===== config.mk =====
export PLATFORM = sky130hd
export DESIGN_NAME = neuron_act_pipe
export DESIGN_NICKNAME = d
export VERILOG_FILES = /design/src/rtl/neuron_act_pipe.sv
export SDC_FILE = /design/constraint.sdc
export NUM_CORES = 1
export LEC_CHECK = 0
export ABC_CLOCK_PERIOD_IN_PS = 3000
export BUFFER_PORTS_ARGS = -buffer_cell sky130_fd_sc_hd__buf_2
export CAP_MARGIN = 20
export CORE_MARGIN = 4
export CORE_UTILIZATION = 50
export DETAILED_ROUTE_END_ITERATION = 6
export GPL_TIMING_DRIVEN = 1
export MAX_ROUTING_LAYER = met4
export PLACE_DENSITY = 0.78
export SLEW_MARGIN = 5
export SYNTH_ARGS = -nofsm -noshare
export SYNTH_HDL_FRONTEND = slang
export SYNTH_SLANG_ARGS = --single-unit
export TNS_END_PERCENT = 1

===== constraint.sdc =====
create_clock -name clk -period 3 [get_ports clk]
set_input_delay 0.6 -clock clk [delete_from_list [all_inputs] [get_ports clk]]
set_output_delay 0.6 -clock clk [all_outputs]
set_load 0.03 [all_outputs]

===== src/rtl/neuron_act_pipe.sv =====
// Neuron output stage: saturating bias add, then a selectable activation.
// Two registered stages with valid/ready flow control and a saturation counter.
module neuron_act_pipe #(
  parameter int bitw  = 16,
  parameter int fracw = 8,
  parameter int cntw  = 8
) (
  input  logic            clk,
  input  logic            rst,
  input  logic            in_valid,
  output logic            in_ready,
  input  logic [bitw-1:0] in_data,
  input  logic [bitw-1:0] bias,
  input  logic [1:0]      act_sel,
  output logic            out_valid,
  input  logic            out_ready,
  output logic [bitw-1:0] out_data,
  output logic [cntw-1:0] sat_count,
  input  logic            clear_count
);

  localparam logic [bitw-1:0] MaxV =
    {1'b0, {(bitw-1){1'b1}}};
  localparam logic [bitw-1:0] MinV =
    {1'b1, {(bitw-1){1'b0}}};
  localparam logic [bitw-1:0] PosOne =
    bitw'(1) << fracw;
  localparam logic [bitw-1:0] NegOne =
    ~PosOne + bitw'(1);
  localparam logic [cntw-1:0] CntMax =
    {cntw{1'b1}};

  logic            s1_valid_q, s1_valid_d;
  logic [bitw-1:0] s1_data_q, s1_data_d;
  logic [1:0]      s1_act_q, s1_act_d;
  logic            out_valid_q, out_valid_d;
  logic [bitw-1:0] out_data_q, out_data_d;
  logic [cntw-1:0] cnt_q, cnt_d;

  logic            s2_load;
  logic            s1_adv;
  logic            in_fire;
  logic [bitw:0]   sum;
  logic            sat_hi;
  logic            sat_lo;
  logic            sat;
  logic [bitw-1:0] biased;
  logic [bitw-1:0] act_val;

  assign s2_load  = !out_valid_q || out_ready;
  assign s1_adv   = s1_valid_q && s2_load;
  assign in_ready = !rst && (!s1_valid_q || s1_adv);
  assign in_fire  = in_valid && in_ready;

  // One extra bit of headroom exposes overflow in the top two bits.
  assign sum    = {in_data[bitw-1], in_data}
                + {bias[bitw-1], bias};
  assign sat_hi = !sum[bitw] && sum[bitw-1];
  assign sat_lo = sum[bitw] && !sum[bitw-1];
  assign sat    = sat_hi || sat_lo;

  always_comb begin
    biased = sum[bitw-1:0];
    if (sat_hi) biased = MaxV;
    if (sat_lo) biased = MinV;
  end

  always_comb begin
    act_val = s1_data_q;
    unique case (s1_act_q)
      2'd0: act_val = s1_data_q;
      2'd1: begin
        if (s1_data_q[bitw-1]) act_val = '0;
      end
      2'd2: begin
        if (s1_data_q[bitw-1])
          act_val = {{3{1'b1}}, s1_data_q[bitw-1:3]};
      end
      2'd3: begin
        if ($signed(s1_data_q) > $signed(PosOne))
          act_val = PosOne;
        else if ($signed(s1_data_q) < $signed(NegOne))
          act_val = NegOne;
      end
      default: act_val = s1_data_q;
    endcase
  end

  always_comb begin
    s1_valid_d = s1_valid_q;
    s1_data_d  = s1_data_q;
    s1_act_d   = s1_act_q;
    if (s1_adv) s1_valid_d = 1'b0;
    if (in_fire) begin
      s1_valid_d = 1'b1;
      s1_data_d  = biased;
      s1_act_d   = act_sel;
    end
  end

  always_comb begin
    out_valid_d = out_valid_q;
    out_data_d  = out_data_q;
    if (s2_load) begin
      out_valid_d = s1_valid_q;
      if (s1_valid_q) out_data_d = act_val;
    end
  end

  // Clear takes priority over a same-cycle increment.
  always_comb begin
    cnt_d = cnt_q;
    if (in_fire && sat && cnt_q != CntMax)
      cnt_d = cnt_q + cntw'(1);
    if (clear_count) cnt_d = '0;
  end

  always_ff @(posedge clk or posedge rst) begin
    if (rst) begin
      s1_valid_q  <= 1'b0;
      s1_data_q   <= '0;
      s1_act_q    <= '0;
      out_valid_q <= 1'b0;
      out_data_q  <= '0;
      cnt_q       <= '0;
    end else begin
      s1_valid_q  <= s1_valid_d;
      s1_data_q   <= s1_data_d;
      s1_act_q    <= s1_act_d;
      out_valid_q <= out_valid_d;
      out_data_q  <= out_data_d;
      cnt_q       <= cnt_d;
    end
  end

  assign out_valid = out_valid_q;
  assign out_data  = out_data_q;
  assign sat_count = cnt_q;

endmodule


=== Word-level counts from Yosys, hierarchy flattened ===
Cells that the tools add are included.

* Register bits after elaboration: 44
* Input bits: 39

* $add $sub $neg: 2
* Order comparisons: 2
* Eq/ne operators: 4
* Muxes and demuxes: 11
* Reduce and logical (&&, ||, !) cells: 19

{| class="wikitable"
|+ Operator list
! cell !! number
|-
| two-way mux 16 bit || 5
|-
| case mux 16 bit (4 select lines) || 1
|-
| adder 16 x 16 -> 17 bit || 1
|-
| greater-than comparator 16 x 10 -> 1 bit (second input constant) || 1
|-
| less-than comparator 16 x 9 -> 1 bit (second input constant) || 1
|-
| two-way mux 8 bit || 2
|-
| two-way mux 15 bit || 1
|-
| adder 8 x 1 -> 8 bit (second input constant) || 1
|-
| inequality test 8 bit (second input constant) || 1
|-
| logical AND 1 bit || 7
|-
| logical NOT 1 bit || 5
|-
| equality test 2 bit (second input constant) || 2
|-
| nonzero test 2 bit || 2
|-
| logical OR 1 bit || 3
|-
| equality test 2 x 1 -> 1 bit (second input constant) || 1
|-
| logical NOT 2 bit || 1
|-
| two-way mux 1 bit || 2
|-
| AND reduction 2 bit || 1
|}

=== Logic depth before layout (Yosys ltp) ===
Gate-level depths: netlist (run 1).

* Depth after elaboration: 10
* Mapped depth: 13

=== Worst setup path before layout (run 1) ===
No wires, ideal clock.

* Kind: input to register
* Start: input port in_data[0]
* End: register cnt_q[4], in the netlist sat_count[4]
* Setup time: 0.128 ns
* Arrival time: 3.609 ns
* Required time: 2.872 ns
* Slack: -0.737 ns
* Stages: 12
* Cells stage by stage: ha_1 fa_1 a21oi_1 o221ai_1 a221o_1 a21bo_2 o221a_2 ha_1 nor3_1 and4_1 xnor2_1 nor2_1

* Cells in the longest elaborated chain, start to end: 7
* Elaborated cells on any way between the ends: 9

{| class="wikitable"
|+ Ends and longest elaborated chain
! what !! RTL line !! text
|-
| from (decl) || 12 || <nowiki>input logic [bitw-1:0] in_data,</nowiki>
|-
| adder 16 x 16 -> 17 bit (*) || 57 || <nowiki>+ {bias[bitw-1], bias};</nowiki>
|-
| logical NOT 1 bit (on tied branches) || 58, 59 ||
|-
| logical AND 1 bit (on tied branches) || 58, 59 ||
|-
| logical OR 1 bit (*) || 60 || <nowiki>assign sat = sat_hi || sat_lo;</nowiki>
|-
| logical AND 1 bit (*) (2 in a row) || 113 || <nowiki>if (in_fire && sat && cnt_q != CntMax)</nowiki>
|-
| nonzero test 2 bit (no source line) (*) || -- ||
|-
| to (signal assigned) || 132 || <nowiki>cnt_q <= cnt_d;</nowiki>
|-
| to (decl) || 38 || <nowiki>logic [cntw-1:0] cnt_q, cnt_d;</nowiki>
|}

Mark *: on every way between the ends. The rest lies on a longest branch, timed or not.
A chain may end at the register's enable or synchronous reset.

=== Worst setup path after layout (run 1) ===
Same ends and word-level chain as after synthesis.

==> qor.csv, run 1 <==
stage;metric;value;unit
run_status;status;finished clean;
pwr;ir_drop;0.0004248;V
floorplanning;die_area;0.007233;mm2
drt;antenna_left;0;
synthesis;ys_types;54;
synthesis;synth_seq_area_share;0.3710;
clocking;cts_buffers;5;
drt;routed_wl;6.977;mm
worst_setup_path;crit_start;in_data[0];
placement;place.port_buffers;64;
global_routing;antenna_found_initial;0;
sta;max-slew-margin-rel;0.6305;
floorplanning;die_w;85.05;um
job;cap_violations;0;
global_routing;grt_pass1_wl;12.21;mm
sta;clock_skew;0.005379;ns
global_routing;grt_use_total;0.2066;
final_layout;fin_nets;474;
drt;drtIter0Drc;144;
worst_setup_path;cp_max_fo;4;
synthesis;syn_area_per_cell;9.132;um2
drt;firstDrtPassIters;4;
hold_path;hold_path.class;in2async;
synthesis;netlist_area;0.002968;mm2
placement;post-place-cells;477;
drt;vias;2722;
worst_setup_path;critPathRequiredTime;3.19;ns
synthesis;yosysWarnings;0;
worst_setup_path;crit_arrival;3.15;ns
final_layout;area_growth;25.59;%
global_routing;overflow;0;
pwr;power_density;599.4;mW/mm2
sta;fmax;337.7;MHz
clocking;cts_root_buf;clkbuf_8;
synthesis;syn_inst;325;
sta;fin_crit;2.962;ns
final_layout;multi_input_area;0.001814;mm2
sta;tightestPinTransition;0.5527;ns
drt;route.detailed.drc;0;
placement;placed_cell_area;0.003563;mm2
global_routing;grt_max_degree;45;
sta;hold_viol;0;
final_layout;ff_latch_area;0.001101;mm2
synthesis;synth_nets;385;
drt;routed_via_density;5.601;
floorplanning;rows;27;
sta;final_max_slew_viol_count;0;
clocking;cts.path.max_buffers;2;
global_routing;grt_use_met3;0.02816;
drt;routedWlPerCell;14.36;um
floorplanning;design.core.area;0.005642;mm2
worst_setup_path;reg2reg_from;s1_data_q[14]$_DFFE_PP0P_;
global_routing;busiest_layer;met2;
worst_setup_path;critPathCaptureType;flop;
final_layout;antenna_cells;0;
final_layout;nFillCells;467;
final_layout;final_cells;486;
placement;gp_congestion;0.9051;
clocking;htreeDepth;2;
pwr;p_leak;1.749;nW
final_layout;final_common_cell;buf_2;
final_layout;stdcell_area;0.003727;mm2
worst_setup_path;crit_type;in2reg;
floorplanning;die_h;85.05;um
synthesis;synth_edf_count;0;
floorplanning;io_pins;65;
final_layout;drive_gt1_frac;0.3140;
worst_setup_path;critical_path.startpoint_type;input port;
final_layout;most-common-layout-cells;62 x buf_2, 44 x dfrtp_1, 35 x nor2_1;
synthesis;synth_ff_type;dfrtp_1;
global_routing;grt_use_met1;0.2818;
clocking;clk_pin_slew;0.08;ns
sta;setup_viol;0;
sta;min_period_over_period;0.9872;
synthesis;synth_seq_cells;44;
clocking;cts_tree;done;
clocking;cts.sinks;44;
placement;dpl.hpwl;5.442;mm
global_routing;grtUsageMet2;0.3249;
floorplanning;initial_core_util;0.5261;
sta;rsz0062_at_grt;yes;
clocking;clk_latency;0.29;ns
global_routing;grt_pass1_vias;2698;
synthesis;ys_async_sr_fraction;1.000;
[per-stage QoR]
stage               setup TNS, ns  utilization  hold slack [ns]  power [mW]  setup slack [ns]
floorplan                 -0.8683            -           0.4710       1.552           -0.1564
global placement           -3.155       0.6316           0.4616       1.806           -0.2064
detailed placement         -4.409       0.6316           0.4723       1.835           -0.2976
CTS                             0       0.6496           0.4900       2.230          0.004268
global route              -0.1545       0.6607           0.5110       2.391          -0.05356
finish                          0       0.6607           0.4787       2.234           0.03848
[where the power goes]
group	leakage, nW	switching (mW)	internal, mW
Sequential	0.532	0.142	0.744
Clock	0.0503	0.187	0.205
Combinational	1.17	0.556	0.400
Total	1.75	0.885	1.35
[metal layers]
metal  vias up  wire length [um]
met1      1272              3307
met4         0                87
li1       1359                 -
met2        82              3240
met5         -                 0
met3         9               341
[synthesized netlist by cell type, drive strengths merged, types with 2 or more instances]
master | instances | area, um2
xor2 | 6 | 52.55
a31oi | 2 | 12.51
and3 | 6 | 37.54
a21oi | 27 | 135.1
a211oi | 2 | 15.01
nor2b | 2 | 12.51
o21ai | 19 | 98.85
nand2 | 25 | 93.84
nand4 | 4 | 25.02
and2 | 4 | 26.28
o211ai | 4 | 30.03
o31ai | 3 | 22.52
clkbuf | 3 | 11.26
nor4 | 4 | 25.02
dfrtp | 44 | 1101
or3 | 6 | 37.54
a21bo | 2 | 20.02
ha | 20 | 250.2
a22o | 2 | 17.52
nand3 | 5 | 25.02
o22ai | 12 | 81.33
o221ai | 4 | 52.56
o21bai | 2 | 15.01
buf | 7 | 65.05
inv | 19 | 71.32
o221a | 6 | 67.56
nor2 | 35 | 131.4
nand2b | 6 | 37.54
a21o | 3 | 22.52
nor3 | 7 | 35.03
mux2i | 4 | 40.04
xnor2 | 14 | 122.6
[repair_timing]
action / CTS / global route
pin swaps: 1 / 8
hold buffers: 0 / 0
gates cloned: 0 / 0
buffers inserted: 0 / 2
gates resized for setup: 1 / 9
endpoints found under the setup margin: 1 / 14
[final timing paths]
check / endpoint / slack [ns] / cells after the start
min in group clk: out_data[15]$_DFFE_PP0P_ / 0.48 / 2
worst min-delay path: out_data[12]$_DFFE_PP0P_ / 0.48 / 3
worst min register to register: out_data[15]$_DFFE_PP0P_ / 0.48 / 2
max in group asynchronous: s1_data_q[13]$_DFFE_PP0P_ / 2.14 / 3
worst max-delay path: sat_count[4]$_DFFE_PP0P_ / 0.04 / 13
worst max register to register: out_data[1]$_DFFE_PP0P_ / 0.78 / 5
[cell type report]
| type | instances | area share |
|---|---|---|
| clock buffer | 7 | 0.02585 |
| sequential | 44 | 0.2954 |
| tap | 72 | 0.02417 |
| inverter | 19 | 0.01913 |
| multi-input combinational | 251 | 0.4867 |
| timing repair buffer | 93 | 0.1487 |
[sequential cells by signal, summed over array words and instances (netlist names)]
register and cells:
s1_act_q 2, s1_valid_q 1, sat_count 8, out_valid 1, s1_data_q 16, out_data 16
[critical path, cell delays in order]
cell	delay, ns
buf_6	0.10
ha_4	0.16
fa_2	0.35
a21oi_2	0.19
o221ai_2	0.12
a221o_1	0.32
a21bo_2	0.21
o221a_4	0.23
ha_4	0.24
nor3_4	0.23
and4_1	0.24
xnor2_1	0.11
nor2_1	0.05
[cells by family after synthesis]
family | synth area share
DFF | 0.3710
adders and majority gates | 0.09106
buffers and inverters | 0.05396
AOI/OAI and AO/OA | 0.2336
muxes | 0.01729
xor gates and xnor gates | 0.05902
and+or+nand+nor | 0.1741
Power figures use the tool's default switching activity.
==> run 2, diff against run 1 <==
--- a/config.mk
+++ b/config.mk
@@ -7,13 +7,13 @@
 export LEC_CHECK = 0
 export ABC_CLOCK_PERIOD_IN_PS = 3000
 export BUFFER_PORTS_ARGS = -buffer_cell sky130_fd_sc_hd__buf_2
-export CAP_MARGIN = 20
 export CORE_MARGIN = 4
-export CORE_UTILIZATION = 50
+export CORE_UTILIZATION = 59
 export DETAILED_ROUTE_END_ITERATION = 6
 export GPL_TIMING_DRIVEN = 1
 export MAX_ROUTING_LAYER = met4
-export PLACE_DENSITY = 0.78
+export PLACE_DENSITY = 0.9
+export RECOVER_POWER = 50
 export SLEW_MARGIN = 5
 export SYNTH_ARGS = -nofsm -noshare
 export SYNTH_HDL_FRONTEND = slang
==> run 2 against run 1 <==
Effect of this change:
- fmax is 1.3% lower
- highest routed layer unchanged
- sequential share of layout area is 0.45 points higher
- die area is 14% lower
- largest cell class unchanged
- total power is 0.67% lower
- critical path type unchanged
- flip-flop and latch count stayed put
- worst hold slack worse by 0.31 ns
==> qor.csv, run 2 (same netlist as run 1, synthesis figures left out) <==
stage;metric;value;unit;change
run_status;status;finished clean;;unchanged
floorplanning;die_area;0.006229;mm2;was 0.007233 mm2
clocking;htreeDepth;2;;unchanged
floorplanning;die_h;78.93;um;was 85.05 um
floorplanning;design.core.area;0.004786;mm2;was 0.005642 mm2
drt;drtIter0Drc;235;;was 144
pwr;p_comb_frac;0.426;;was 0.428
final_layout;stdcell_area;0.003671;mm2;was 0.003727 mm2
clocking;clk_pin_slew;0.08;ns;about the same
pwr;internal_power;1.308;mW;was 1.349 mW
pwr;ir_drop;0.0003354;V;was 0.0004248 V
sta;fin_crit;3.000;ns;was 2.962 ns
final_layout;most-common-layout-cells;55 x buf_2, 44 x dfrtp_1, 35 x nor2_1;;was 62 x buf_2, 44 x dfrtp_1, 35 x nor2_1
drt;routed_wl;7.496;mm;was 6.977 mm
worst_setup_path;crit_path_top_delay_cell;a221o_1;;was fa_2
clocking;cts_tree;done;;unchanged
clocking;postCtsHoldBufs;0;;unchanged
hold_path;hold_path.class;in2async;;unchanged
worst_setup_path;crit_type;in2reg;;unchanged
final_layout;final_cells;477;;was 486
placement;placed_cell_area;0.003535;mm2;was 0.003563 mm2
worst_setup_path;path_cells;buf_6, ha_4, fa_2, a21oi_2, o221ai_2, a221o_1, a21bo_2, o221a_4, ha_4, nor3_4, nand4_1, xor2_1, nor2_1;;was buf_6, ha_4, fa_2, a21oi_2, o221ai_2, a221o_1, a21bo_2, o221a_4, ha_4, nor3_4, and4_1, xnor2_1, nor2_1
pwr;p_leak;1.704;nW;was 1.749 nW
sta;clock_skew;0.01056;ns;was 0.005379 ns
clocking;cts.path.max_buffers;2;;unchanged
sta;final_max_slew_viol_count;0;;unchanged
floorplanning;initial_core_util;0.6201;;was 0.5261
final_layout;fin_nets;469;;was 474
sta;hold_ws;0.1659;ns;was 0.4787 ns
global_routing;overflow;0;;unchanged
pwr;power_frac_clock;0.170;;was 0.175
sta;fmax;333.4;MHz;was 337.7 MHz
worst_setup_path;critical_path.startpoint_type;input port;;unchanged
final_layout;final_common_cell;buf_2;;unchanged
floorplanning;rows;25;;was 27
final_layout;drive_gt1_frac;0.2951;;was 0.3140
job;cap_violations;0;;unchanged
placement;post-place-cells;469;;was 477
clocking;cts_root_buf;clkbuf_8;;unchanged
pwr;switching_power;0.9108;mW;was 0.8850 mW
clocking;cts_buffers;5;;unchanged
sta;tightestPinTransition;0.9924;ns;was 0.5527 ns
worst_setup_path;crit_top_cell;ha_4;;unchanged
drt;routed_via_density;5.990;;was 5.601
final_layout;antenna_cells;0;;unchanged
global_routing;grt_pass1_wl;12.89;mm;was 12.21 mm
floorplanning;die_w;78.93;um;was 85.05 um
drt;route.detailed.drc;0;;unchanged
worst_setup_path;critPathRequiredTime;3.22;ns;was 3.19 ns
worst_setup_path;cpPeakStageDelay;0.38;ns;was 0.35 ns
pwr;seqPwrFrac;0.404;;was 0.397
placement;place.port_buffers;64;;unchanged
worst_setup_path;cp_max_fo;4;;unchanged
global_routing;antenna_found_initial;0;;unchanged
sta;setup_viol;0;;unchanged
drt;vias;2857;;was 2722
sta;rsz0062_at_grt;yes;;unchanged
final_layout;area_growth;23.69;%;was 25.59%
placement;gp_congestion;0.9582;;was 0.9051
worst_setup_path;critPathCaptureType;flop;;unchanged
worst_setup_path;crit_arrival;3.22;ns;was 3.15 ns
global_routing;grt_max_degree;42;;was 45
drt;routedWlPerCell;15.71;um;was 14.36 um
pwr;power_density;604.5;mW/mm2;was 599.4 mW/mm2
pwr;swShare;0.4104;;was 0.3961
global_routing;grt_use_total;0.2632;;was 0.2066
placement;dpl.hpwl;5.641;mm;was 5.442 mm
global_routing;grt_pass1_vias;2804;;was 2698
drt;firstDrtPassIters;6;;was 4
sta;hold_viol;0;;unchanged
pwr;power;2.219;mW;was 2.234 mW
drt;antenna_left;0;;unchanged
clocking;cts_setup_buffers;0;;unchanged
sta;max-slew-margin-rel;0.3384;;was 0.6305
sta;min_period_over_period;0.9999;;was 0.9872
floorplanning;io_pins;65;;unchanged
clocking;clk_latency;0.30;ns;was 0.29 ns
clocking;cts.sinks;44;;unchanged
run 2: power groups by stage:
stage	clock [mW]	combinational (mW)	sequential, mW
final	0.378	0.945	0.896
after global routing	0.413	1.03	0.919
after CTS	0.382	0.940	0.889
after detailed placement	0	0.929	0.901
after global placement	0	0.899	0.891
after floorplan	0	0.526	1.03
run 2: cell type report:
cell class / instances / area [um2]
clock buffers: 6 / 82.58
clock inverters: 2 / 10.01
fillers: 314 / 1115
inverters: 19 / 71.32
multi-input cells: 251 / 1821
flip-flops and latches: 44 / 1101
well taps: 67 / 83.83
repair buffers: 88 / 501.7
run 2: metal layers:
metal  GRT usage  share of wire  wire (um)  up-vias
met4     0.09966          0.025        184        0
met3     0.03175          0.060        453       24
met5           -              0          0        -
met1      0.3319           0.42       3134     1336
met2      0.4380           0.50       3724      140
li1            -              -          -     1357
run 2: per-stage QoR:
stage            util  worst slack (ns)  setup TNS [ns]
6_report       0.7671         0.0002280               0
3_5_place_dp   0.7386           -0.3728          -4.500
2_1_floorplan       -           -0.1564         -0.8683
3_3_place_gp   0.7386           -0.2103          -2.394
4_1_cts        0.7613          0.006359               0
5_1_grt        0.7671           -0.1040         -0.5705
run 2: worst paths after layout:
check                                               start                       end  slack [ns]  cells after the start
max in group asynchronous                             rst  s1_data_q[0]$_DFFE_PP0P_        1.67                      3
worst min-delay path                                  rst  sat_count[5]$_DFFE_PP0P_        0.17                      2
min in group clk                 out_data[15]$_DFFE_PP0P_  out_data[15]$_DFFE_PP0P_        0.49                      2
worst min register to register   out_data[15]$_DFFE_PP0P_  out_data[15]$_DFFE_PP0P_        0.49                      2
worst max register to register  s1_data_q[14]$_DFFE_PP0P_  out_data[13]$_DFFE_PP0P_        0.80                      5
worst max-delay path                           in_data[0]  sat_count[6]$_DFFE_PP0P_      0.0002                     13
run 2: worst max-delay path: cells and delay by family:
kind | cells | cell delay, ns
AO/OA/AOI/OAI | 5 | 1.15
adder cells (fa/ha/maj) | 3 | 0.77
AND/OR/NAND/NOR | 3 | 0.44
XOR/XNOR | 1 | 0.17
buffers and inverters | 1 | 0.10
run 2: repair_timing:
action                                  CTS  global route
resized for setup                         3             9
pin swaps                                 0             2
endpoints found under the setup margin    3            18
